<file path="src/rtl/collision_scanner.sv">
// Sequential AABB collision engine: scans NUM_OBJ object-table entries against one latched player box,
// one object per clock, and reports hit mask, first hit index and hit count once per scan.
module collision_scanner #(
  parameter int NUM_OBJ = 8,
  parameter int COORD_W = 10,
  parameter int SIZE_W  = 10,
  parameter int IDX_W   = 3
) (
  input  logic               clk,
  input  logic               reset_n,
  input  logic               start,
  input  logic               abort,
  input  logic               mode,
  input  logic [COORD_W-1:0] p_x,
  input  logic [COORD_W-1:0] p_y,
  input  logic [SIZE_W-1:0]  p_w,
  input  logic [SIZE_W-1:0]  p_h,
  output logic               rd_en,
  output logic [IDX_W-1:0]   rd_addr,
  input  logic [COORD_W-1:0] obj_x,
  input  logic [COORD_W-1:0] obj_y,
  input  logic [SIZE_W-1:0]  obj_w,
  input  logic [SIZE_W-1:0]  obj_h,
  input  logic               obj_active,
  output logic               busy,
  output logic               done,
  output logic [NUM_OBJ-1:0] hit_mask,
  output logic               hit_any,
  output logic [IDX_W-1:0]   first_idx,
  output logic [IDX_W:0]     hit_count
);

  typedef enum logic [1:0] {S_IDLE, S_ISSUE, S_DRAIN, S_DONE} state_t;

  localparam logic [IDX_W-1:0] LAST = IDX_W'(NUM_OBJ - 1);

  state_t state_q, state_d;

  logic               mode_q;
  logic [COORD_W-1:0] px_q, py_q;
  logic [SIZE_W-1:0]  pw_q, ph_q;
  logic               vld_q;
  logic [IDX_W-1:0]   idx_q;
  logic [NUM_OBJ-1:0] acc_mask, mask_nxt;
  logic               acc_any, any_nxt;
  logic [IDX_W-1:0]   acc_first, first_nxt;
  logic [IDX_W:0]     acc_count, count_nxt;

  logic [COORD_W:0] px0, py0, ox0, oy0, px_end, py_end, ox_end, oy_end;
  logic             ovl_x, ovl_y, hit;

  always_ff @(posedge clk or negedge reset_n) begin
    if (!reset_n) state_q <= S_IDLE;
    else          state_q <= state_d;
  end

  always_comb begin
    state_d = state_q;
    rd_en   = 1'b0;
    busy    = 1'b0;
    done    = 1'b0;
    case (state_q)
      S_IDLE:  if (start && !abort) state_d = S_ISSUE;
      S_ISSUE: begin
        rd_en = 1'b1;
        busy  = 1'b1;
        if (abort)                state_d = S_IDLE;
        else if (rd_addr == LAST) state_d = S_DRAIN;
      end
      S_DRAIN: begin
        busy    = 1'b1;
        state_d = abort ? S_IDLE : S_DONE;
      end
      S_DONE: begin
        done    = 1'b1;
        state_d = S_IDLE;
      end
      default: state_d = S_IDLE;
    endcase
  end

  // Extents are summed one bit wider than coordinates so boxes near the edge never wrap.
  always_comb begin
    px0    = (COORD_W+1)'(px_q);
    py0    = (COORD_W+1)'(py_q);
    ox0    = (COORD_W+1)'(obj_x);
    oy0    = (COORD_W+1)'(obj_y);
    px_end = px0 + (COORD_W+1)'(pw_q);
    py_end = py0 + (COORD_W+1)'(ph_q);
    ox_end = ox0 + (COORD_W+1)'(obj_w);
    oy_end = oy0 + (COORD_W+1)'(obj_h);
    if (mode_q) begin
      ovl_x = (px0 < ox_end) && (ox0 < px_end);
      ovl_y = (py0 < oy_end) && (oy0 < py_end);
    end else begin
      ovl_x = (px0 <= ox_end) && (ox0 <= px_end);
      ovl_y = (py0 <= oy_end) && (oy0 <= py_end);
    end
    hit = vld_q && obj_active && (|obj_w) && (|obj_h) && (|pw_q) && (|ph_q) && ovl_x && ovl_y;

    mask_nxt  = acc_mask | (hit ? (NUM_OBJ'(1) << idx_q) : '0);
    any_nxt   = acc_any | hit;
    first_nxt = (hit && !acc_any) ? idx_q : acc_first;
    count_nxt = acc_count + (IDX_W+1)'(hit);
  end

  always_ff @(posedge clk or negedge reset_n) begin
    if (!reset_n) begin
      rd_addr   <= '0;
      mode_q    <= 1'b0;
      px_q      <= '0;
      py_q      <= '0;
      pw_q      <= '0;
      ph_q      <= '0;
      vld_q     <= 1'b0;
      idx_q     <= '0;
      acc_mask  <= '0;
      acc_any   <= 1'b0;
      acc_first <= '0;
      acc_count <= '0;
      hit_mask  <= '0;
      hit_any   <= 1'b0;
      first_idx <= '0;
      hit_count <= '0;
    end else begin
      vld_q <= rd_en && !abort;
      idx_q <= rd_addr;
      if (vld_q) begin
        acc_mask  <= mask_nxt;
        acc_any   <= any_nxt;
        acc_first <= first_nxt;
        acc_count <= count_nxt;
      end
      case (state_q)
        S_IDLE: if (start && !abort) begin
          mode_q    <= mode;
          px_q      <= p_x;
          py_q      <= p_y;
          pw_q      <= p_w;
          ph_q      <= p_h;
          rd_addr   <= '0;
          acc_mask  <= '0;
          acc_any   <= 1'b0;
          acc_first <= '0;
          acc_count <= '0;
        end
        S_ISSUE: rd_addr <= (abort || rd_addr == LAST) ? '0 : rd_addr + 1'b1;
        // Last object's result is folded in directly so outputs are complete on DONE entry.
        S_DRAIN: if (!abort) begin
          hit_mask  <= mask_nxt;
          hit_any   <= any_nxt;
          first_idx <= first_nxt;
          hit_count <= count_nxt;
        end
        default: ;
      endcase
    end
  end

endmodule

</file>
<file path="config.mk">
export PLATFORM = sky130hd
export DESIGN_NAME = collision_scanner
export DESIGN_NICKNAME = d
export VERILOG_FILES = /design/src/rtl/collision_scanner.sv
export SDC_FILE = /design/constraint.sdc
export NUM_CORES = 1
export LEC_CHECK = 0
export CAP_MARGIN = 15
export CORE_MARGIN = 1.5
export CORE_UTILIZATION = 40
export DETAILED_ROUTE_END_ITERATION = 8
export PLACE_DENSITY = 0.77
export REMOVE_ABC_BUFFERS = 1
export SLEW_MARGIN = 20
export SYNTH_ARGS = -nofsm -noshare
export SYNTH_HDL_FRONTEND = slang
export SYNTH_SLANG_ARGS = --single-unit
</file>
<file path="constraint.sdc">
create_clock -name clk -period 4.3 [get_ports clk]
set_input_delay 0.43 -clock clk [delete_from_list [all_inputs] [get_ports clk]]
set_output_delay 0.43 -clock clk [all_outputs]
set_load 0.05 [all_outputs]
</file>
==> impl_results.md, run 1 <==
* Status: finished, final reports clean
* Chip height at 124.6 µm
* Final hold violations at 0
* Detailed Routing Iterations Pass 1 at 4
* CP Cell Sequence: clkdlybuf4s50_1 -> ha_1 -> a21o_1 -> a21oi_2 -> o21bai_1 -> a21oi_2 -> o21ai_1 -> and4b_1 -> a311oi_2 -> ha_1 -> and3_1 -> buf_4 -> o211ai_1 -> a31oi_4 -> buf_4 -> a22o_1 -> or4b_1 -> a21oi_1
* Leak at 3.758 nW
* First-pass GRT wire length at 24.80 mm
* H-tree lvl count at 3
* Largest net degree at the start of global routing at 83
* Worst-Margin Slew at 0.7387 ns
* Crit end category: flip-flop
* Seq/Total Area, Yosys at 34.68%
* Synth Register Bits at 82
* # port buffers at 107
* Critical path class: input port to flip-flop
* Pins Over Slew Limit at 0
* Placed cell area at 7500 µm²
* Post-route cell area at 7976 µm²
* Clock Path Buffers at 2
* WL/cell at 15.03 µm
* Utilization after layout at 55.09%
* Final Worst Setup Slack at 0.1281 ns
* Number of buffers created by CTS at 9
* Avg Inst Size Synth at 8.753 µm²
* # DRC at 0
* Starting DRT DRC Count at 226
* Final wirelength at 15.27 mm
* Clk pwr share at 13.3%
* CP Data Required Time at 4.56 ns
* Synth Flop Type: dfrtp_1
* Switch share at 45.52%
* Gate Count Post-Synth at 676
* Max-cap viol count at 0
* Setup TNS at 0 ns
* Antenna viol nets, final at 0
* CTS tree: done
* CTS sink cnt at 82
* F_max at 0.2397 GHz
* Multi-input logic area at 3847 µm²
* Std cell rows at 44
* EDFF count, synth at 0
* HPWL Detailed at 11.52 mm
* Total number of yosys warnings at 0
* Layout cells sized above 1 at 12.26%
* Sequential share of power at 24.2%
* P_int at 2.944 mW
* Placed Cells at 997
* Vias in the first global route at 5328
* Max incr delay on CP at 0.55 ns
* RSZ-0062 raised after global routing: yes
* Largest cells by area after synthesis: dfrtp_1, ha_1, nand2_1
* Tmin final at 4.172 ns
* Setup crit start kind: input port
* Antenna violations before repair at 0
* Root buffer cell: clkbuf_16
* FILL cells at 1339
* Worst VDD drop at 0.0003046 V
* Global route total overflow at 0
* Fin crit share at 97.02%
* Top-area cell type share of the netlist area at 34.68%
* Combinational Power Share at 62.4%
* Vias at 5347
* Die X at 124.6 µm
* Die Footprint at 15530 µm²
* Sw Pwr at 2.459 mW
* Synth area leader: dfrtp_1
* Power density over the cells at 677.4 nW/µm²
* Non-Filler Instances at 1016
* Post-Route Skew at 0.008689 ns
* Initial Util at 40.87%
* Yosys cell types at 48
* Clk_lat worst skew at 0.34 ns
* Final #Nets at 1006
* Min-delay worst type: input port to async pin
* CP max FO at 5
* Async SR Flop Fraction at 100.0%
* CP Data Arrival Time at 4.43 ns
* Setup violators final at 0
* Gr usage total at 19.62%
* Area Growth Syn to Fin at 34.81%
* Post-place setup slack at -0.4332 ns
* FF+latch area at 2052 µm²
* Core ar. at 14480 µm²
* I/O pin cnt at 108
* Number of vias per cell at 5.263
* Diodes inserted at 0
* Relative slew slack at 50.75%
* Cell area after synthesis at 5917 µm²
* Placer Congestion at 0.8595
* Worst-path clk slew at 0.07 ns
* Worst path slowest cell: or4b_1
[repair_timing]
action / in CTS / in global routing
pin swaps: 0 / 12
resized for setup: 8 / 27
setup buffers: 0 / 3
hold buffers: 0 / 0
setup endpoints to repair: 4 / 15
[layout by cell type (no fill, tap or decap), drive strengths merged, types with 9 or more instances in the layout]
cell type        n
nand3            9
ha              89
o21ai           39
nor3             9
a21oi           48
xor2            11
a21o            11
inv             40
clkbuf          10
a31oi           11
nor2            47
clkdlybuf4s50  106
xnor2           13
nor4             9
a41oi            9
nand2          133
buf             48
dfrtp           82
[state kept, by name, indices dropped and copies added, names as in the netlist, 3 cells and up]
register and cells:
hit_count 4, first_idx 3, pw_q 10, ph_q 10, acc_first 3, rd_addr 3
hit_mask 8, acc_count 4, acc_mask 8, idx_q 3, py_q 10, px_q 10
[critical path: cells and delay by family]
family | cells | cell delay, ns
buf+inv | 3 | 0.73
simple gates | 3 | 0.94
compound gates | 10 | 1.73
fa+ha+maj | 2 | 0.60
[cell type report]
type,count,share of cell area [%]
inverter,38,1.788
clock buffer,10,2.871
sequential,82,25.73
clock inverter,6,0.6275
multi-input combinational,542,48.24
timing repair buffer,154,17.87
tap,184,2.886
[logic make-up after synthesis]
kind of cell	share of synthesized area (%)
AO/OA/AOI/OAI	16.75
XOR/XNOR	3.553
adder cells (fa/ha/maj)	20.17
buffers and inverters	3.320
flip-flops	34.68
multiplexers	0.9093
AND/OR/NAND/NOR	20.62
[synthesized netlist by cell type, drive strengths merged, types with 4 or more instances]
library cell and n:
or2 5, nand4 8, nand3 9, a211oi 4
fa 4, nor4 9, xor2 11, a21oi 48
o21ai 39, o211ai 4, clkbuf 13, a31oi 11
xnor2 13, o21bai 4, nor2b 8, and3 6
a21o 11, dfrtp 82, o21a 8, nand2 133
ha 89, nor3 9, a41oi 9, inv 38
nand2b 8, nor2 47, o31ai 7, and4 4
[path summary, 6_finish.rpt]
path	startpoint	slack [ns]	depth (start not counted)	end
worst max register to register	ph_q[1]$_DFFE_PN0P_	0.18	19	hit_count[1]$_DFFE_PN0P_
worst max-delay path	obj_y[1]	0.13	18	acc_first[0]$_DFF_PN0_
max in group asynchronous	reset_n	3.66	1	px_q[1]$_DFFE_PN0P_
worst min-delay path	reset_n	0.13	1	hit_mask[6]$_DFFE_PN0P_
min in group clk	rd_addr[1]$_DFFE_PN0P_	0.46	0	idx_q[1]$_DFF_PN0_
worst min register to register	rd_addr[1]$_DFFE_PN0P_	0.46	0	idx_q[1]$_DFF_PN0_
[routing by layer]
metal | up-vias | part of all wire, % | GRT usage, %
li1 | 2709 | - | -
met1 | 2502 | 43 | 24.78
met2 | 117 | 50 | 34.65
met3 | 19 | 5.2 | 3.050
met4 | 0 | 1.5 | 5.612
met5 | - | 0 | 0
[power groups by stage]
stage	Clock [mW]	Sequential [mW]	Combinational, mW
2_1_floorplan	0	1.47	1.97
3_3_place_gp	0	1.32	3.06
3_5_place_dp	0	1.33	3.14
4_1_cts	0.739	1.31	3.20
5_1_grt	0.770	1.35	3.79
6_report	0.721	1.31	3.37
[stage by stage]
stage	power, mW	hold slack, ns
finish	5.403	0.1283
detailed placement	4.470	0.4413
global route	5.912	0.1925
floorplan	3.443	0.1344
global placement	4.373	0.4323
CTS	5.248	0.3063
No activity file was read; power rests on OpenSTA's default activity.
==> run 2, diff against run 1 <==
--- a/config.mk
+++ b/config.mk
@@ -7,9 +7,9 @@
 export LEC_CHECK = 0
 export CAP_MARGIN = 15
 export CORE_MARGIN = 1.5
-export CORE_UTILIZATION = 40
+export CORE_UTILIZATION = 35
 export DETAILED_ROUTE_END_ITERATION = 8
-export PLACE_DENSITY = 0.77
+export PLACE_DENSITY = 0.7
 export REMOVE_ABC_BUFFERS = 1
 export SLEW_MARGIN = 20
 export SYNTH_ARGS = -nofsm -noshare
==> run 2 against run 1 <==
Largest cell class unchanged; sequential share of layout area decreased by 0.17 points; hold slack improved by 0.0046 ns; sequential cell count did not move; final area is 0.67% higher; largest power group unchanged; sequential power is essentially flat; fmax about the same; global-route usage fell by 1.9 points; final cell count increased by 3.6%; non-clock buffer count is 1 higher; clock-buffer cell count rose by 1.
==> impl_results.md, run 2 (synthesized netlist as in run 1, its figures left out) <==
* Setup TNS at 0 ns (unchanged)
* Reg2reg path depth at 18 (was 19)
* CTS tree: done (unchanged)
* Fin crit share at 96.94% (was 97.02%)
* Die Footprint at 17690 µm² (was 15530 µm²)
* CP Cell Sequence: ha_1 -> a21o_1 -> a21oi_1 -> o21bai_1 -> a21oi_1 -> o21ai_1 -> a2111oi_2 -> nor3_1 -> ha_1 -> nand3_1 -> and3_1 -> nor3_1 -> o31a_1 -> a22oi_2 -> and3_1 -> ha_2 -> ha_4 -> mux2_2 (was clkdlybuf4s50_1 -> ha_1 -> a21o_1 -> a21oi_2 -> o21bai_1 -> a21oi_2 -> o21ai_1 -> and4b_1 -> a311oi_2 -> ha_1 -> and3_1 -> buf_4 -> o211ai_1 -> a31oi_4 -> buf_4 -> a22o_1 -> or4b_1 -> a21oi_1)
* Layout cells sized above 1 at 11.88% (was 12.26%)
* Final Worst Setup Slack at 0.1317 ns (was 0.1281 ns)
* Final Total Pwr at 5.443 mW (was 5.403 mW)
* # DRC at 0 (unchanged)
* I/O pin cnt at 108 (unchanged)
* Number of vias per cell at 5.019 (was 5.263)
* Commonest non-fill, non-tap cell in the layout: nand2_1 (unchanged)
* Antenna violations before repair at 0 (unchanged)
* Pins Over Slew Limit at 0 (unchanged)
* DR WL met3 at 645 µm (was 787 µm)
* Min-delay worst type: input port to async pin (unchanged)
* HPWL Detailed at 11.80 mm (was 11.52 mm)
* Final wirelength at 15.22 mm (was 15.27 mm)
* Final hold violations at 0 (unchanged)
* Post-route cell area at 8030 µm² (was 7976 µm²)
* Chip height at 133.0 µm (was 124.6 µm)
* # port buffers at 107 (unchanged)
* Reg2reg setup slack at 0.13 ns (was 0.18 ns)
* Setup crit start kind: flip-flop (was input port)
* Leak at 3.793 nW (was 3.758 nW)
* Critical path class: flip-flop to flip-flop (was input port to flip-flop)
* Reg-to-reg critical path endpoint: hit_count[1]$_DFFE_PN0P_ (unchanged)
* Setup violators final at 0 (unchanged)
* Highest routed layer: met4 (unchanged)
* Worst-Margin Slew at 0.8558 ns (was 0.7387 ns)
* Post-route met1 wirelength at 6.950 mm (was 6.611 mm)
* Worst path slowest cell: dfrtp_1 (was or4b_1)
* Clk_lat worst skew at 0.34 ns (about the same)
* Die X at 133.0 µm (was 124.6 µm)
* Largest net degree at the start of global routing at 83 (unchanged)
* Post-Route Skew at 0.007167 ns (was 0.008689 ns)
* H-tree lvl count at 3 (unchanged)
* Max incr delay on CP at 0.42 ns (was 0.55 ns)
* Hold WS at 0.1329 ns (was 0.1283 ns)
* Antenna viol nets, final at 0 (unchanged)
* Area Growth Syn to Fin at 35.72% (was 34.81%)
* Top Family by Delay on Critical Path: compound AO/OA/AOI/OAI gates (unchanged)
* DR WL met2 at 7.383 mm (was 7.641 mm)
* F_max at 0.2399 GHz (was 0.2397 GHz)
* Power density over the cells at 677.8 nW/µm² (was 677.4 nW/µm²)
* Placer Congestion at 0.8359 (was 0.8595)
* CP Data Required Time at 4.52 ns (was 4.56 ns)
* Final #Nets at 1007 (was 1006)
* Starting DRT DRC Count at 219 (was 226)
* Number of buffers created by CTS at 9 (unchanged)
* Status: finished, final reports clean (unchanged)
* RSZ-0062 raised after global routing: yes (unchanged)
* Buf/Inv on CP at 0 (was 3)
* Root buffer cell: clkbuf_16 (unchanged)
* Reg2Reg Launch Point: px_q[1]$_DFFE_PN0P_ (was ph_q[1]$_DFFE_PN0P_)
* Std cell rows at 47 (was 44)
* CTS sink cnt at 82 (unchanged)
* Vias at 5285 (was 5347)
* Global route total overflow at 0 (unchanged)
* Clock Path Buffers at 2 (unchanged)
* Core ar. at 16520 µm² (was 14480 µm²)
* Crit end category: flip-flop (unchanged)
* Gr usage total at 17.72% (was 19.62%)
* Worst-path clk slew at 0.06 ns (was 0.07 ns)
* CTS Hold Bufs at 0 (unchanged)
* Tmin final at 4.168 ns (was 4.172 ns)
* WL/cell at 14.45 µm (was 15.03 µm)
* Diodes inserted at 0 (unchanged)
* Vias in the first global route at 5335 (was 5328)
* Initial Util at 35.81% (was 40.87%)
* Non-Filler Instances at 1053 (was 1016)
* Max-cap viol count at 0 (unchanged)
* Post-place setup slack at -0.3983 ns (was -0.4332 ns)
* Utilization after layout at 48.60% (was 55.09%)
* CP Data Arrival Time at 4.39 ns (was 4.43 ns)
* Placed cell area at 7567 µm² (was 7500 µm²)
* Detailed Routing Iterations Pass 1 at 4 (unchanged)
* Relative slew slack at 42.81% (was 50.75%)
* CP max FO at 3 (was 5)
* First-pass GRT wire length at 25.23 mm (was 24.80 mm)
* Commonest cells after routing, fill and taps aside: nand2_1, clkdlybuf4s50_1, ha_1, dfrtp_1, buf_4 (unchanged)
* Placed Cells at 1036 (was 997)
* Worst VDD drop at 0.0002532 V (was 0.0003046 V)
==> run 2: cell count changes in the layout (fill, tap and decap cells not counted), moves of 2 or more <==
cell and change:
clkinvlp_4 -3, a21oi_1 +2, a21oi_2 -2, bufinv_16 +2
o31ai_2 +2, o31ai_4 -2, or4b_1 -2, or4b_4 +2
==> run 2: how the worst max path moves through the flow <==
stage                                    from                  endpoint  cells past startpoint
after CTS                            obj_w[1]  hit_count[1]$_DFFE_PN0P_                     18
after detailed placement             obj_h[1]  hit_count[1]$_DFFE_PN0P_                     18
after floorplan           px_q[1]$_DFFE_PN0P_    acc_count[2]$_DFF_PN0_                     19
after global routing                 obj_h[0]  hit_count[1]$_DFFE_PN0P_                     19
final                     px_q[1]$_DFFE_PN0P_  hit_count[1]$_DFFE_PN0P_                     18
after global placement               obj_w[1]  hit_count[1]$_DFFE_PN0P_                     18
==> run 2: worst register-to-register path: cells and delay by family (launching register included) <==
kind            cells  cell delay [ns]
flops               1             0.42
compound gates      8             1.55
mux                 1             0.25
fa+ha+maj           4             1.03
simple gates        5             0.80
==> run 2: what timing repair did <==
item | CTS | global route
pin swaps | 0 | 6
cloned | 0 | 0
endpoints found under the setup margin | 2 | 8
gates resized for setup | 4 | 24
buffers inserted | 0 | 1
==> run 2: power by group <==
part / switching, mW / internal [mW]
clock network: 0.319 / 0.529
registers: 0.262 / 1.06
logic: 1.81 / 1.47
total: 2.39 / 3.05
==> run 2: per-layer routing <==
| layer | up-vias | GRT usage, % |
|---|---|---|
| met5 | - | 0 |
| met4 | 0 | 4.823 |
| met3 | 18 | 2.950 |
| met2 | 105 | 30.32 |
| met1 | 2459 | 23.12 |
| li1 | 2703 | - |
==> run 2: area by class of cell <==
cell class	instances	area (µm²)
Sequential cell	82	2052
Multi-Input combinational cell	542	3800
Inverter	38	142.6
Fill cell	1563	8494
Clock inverter	5	85.08
Timing Repair Buffer	155	1433
Clock buffer	11	242.7
Tap cell	220	275.3
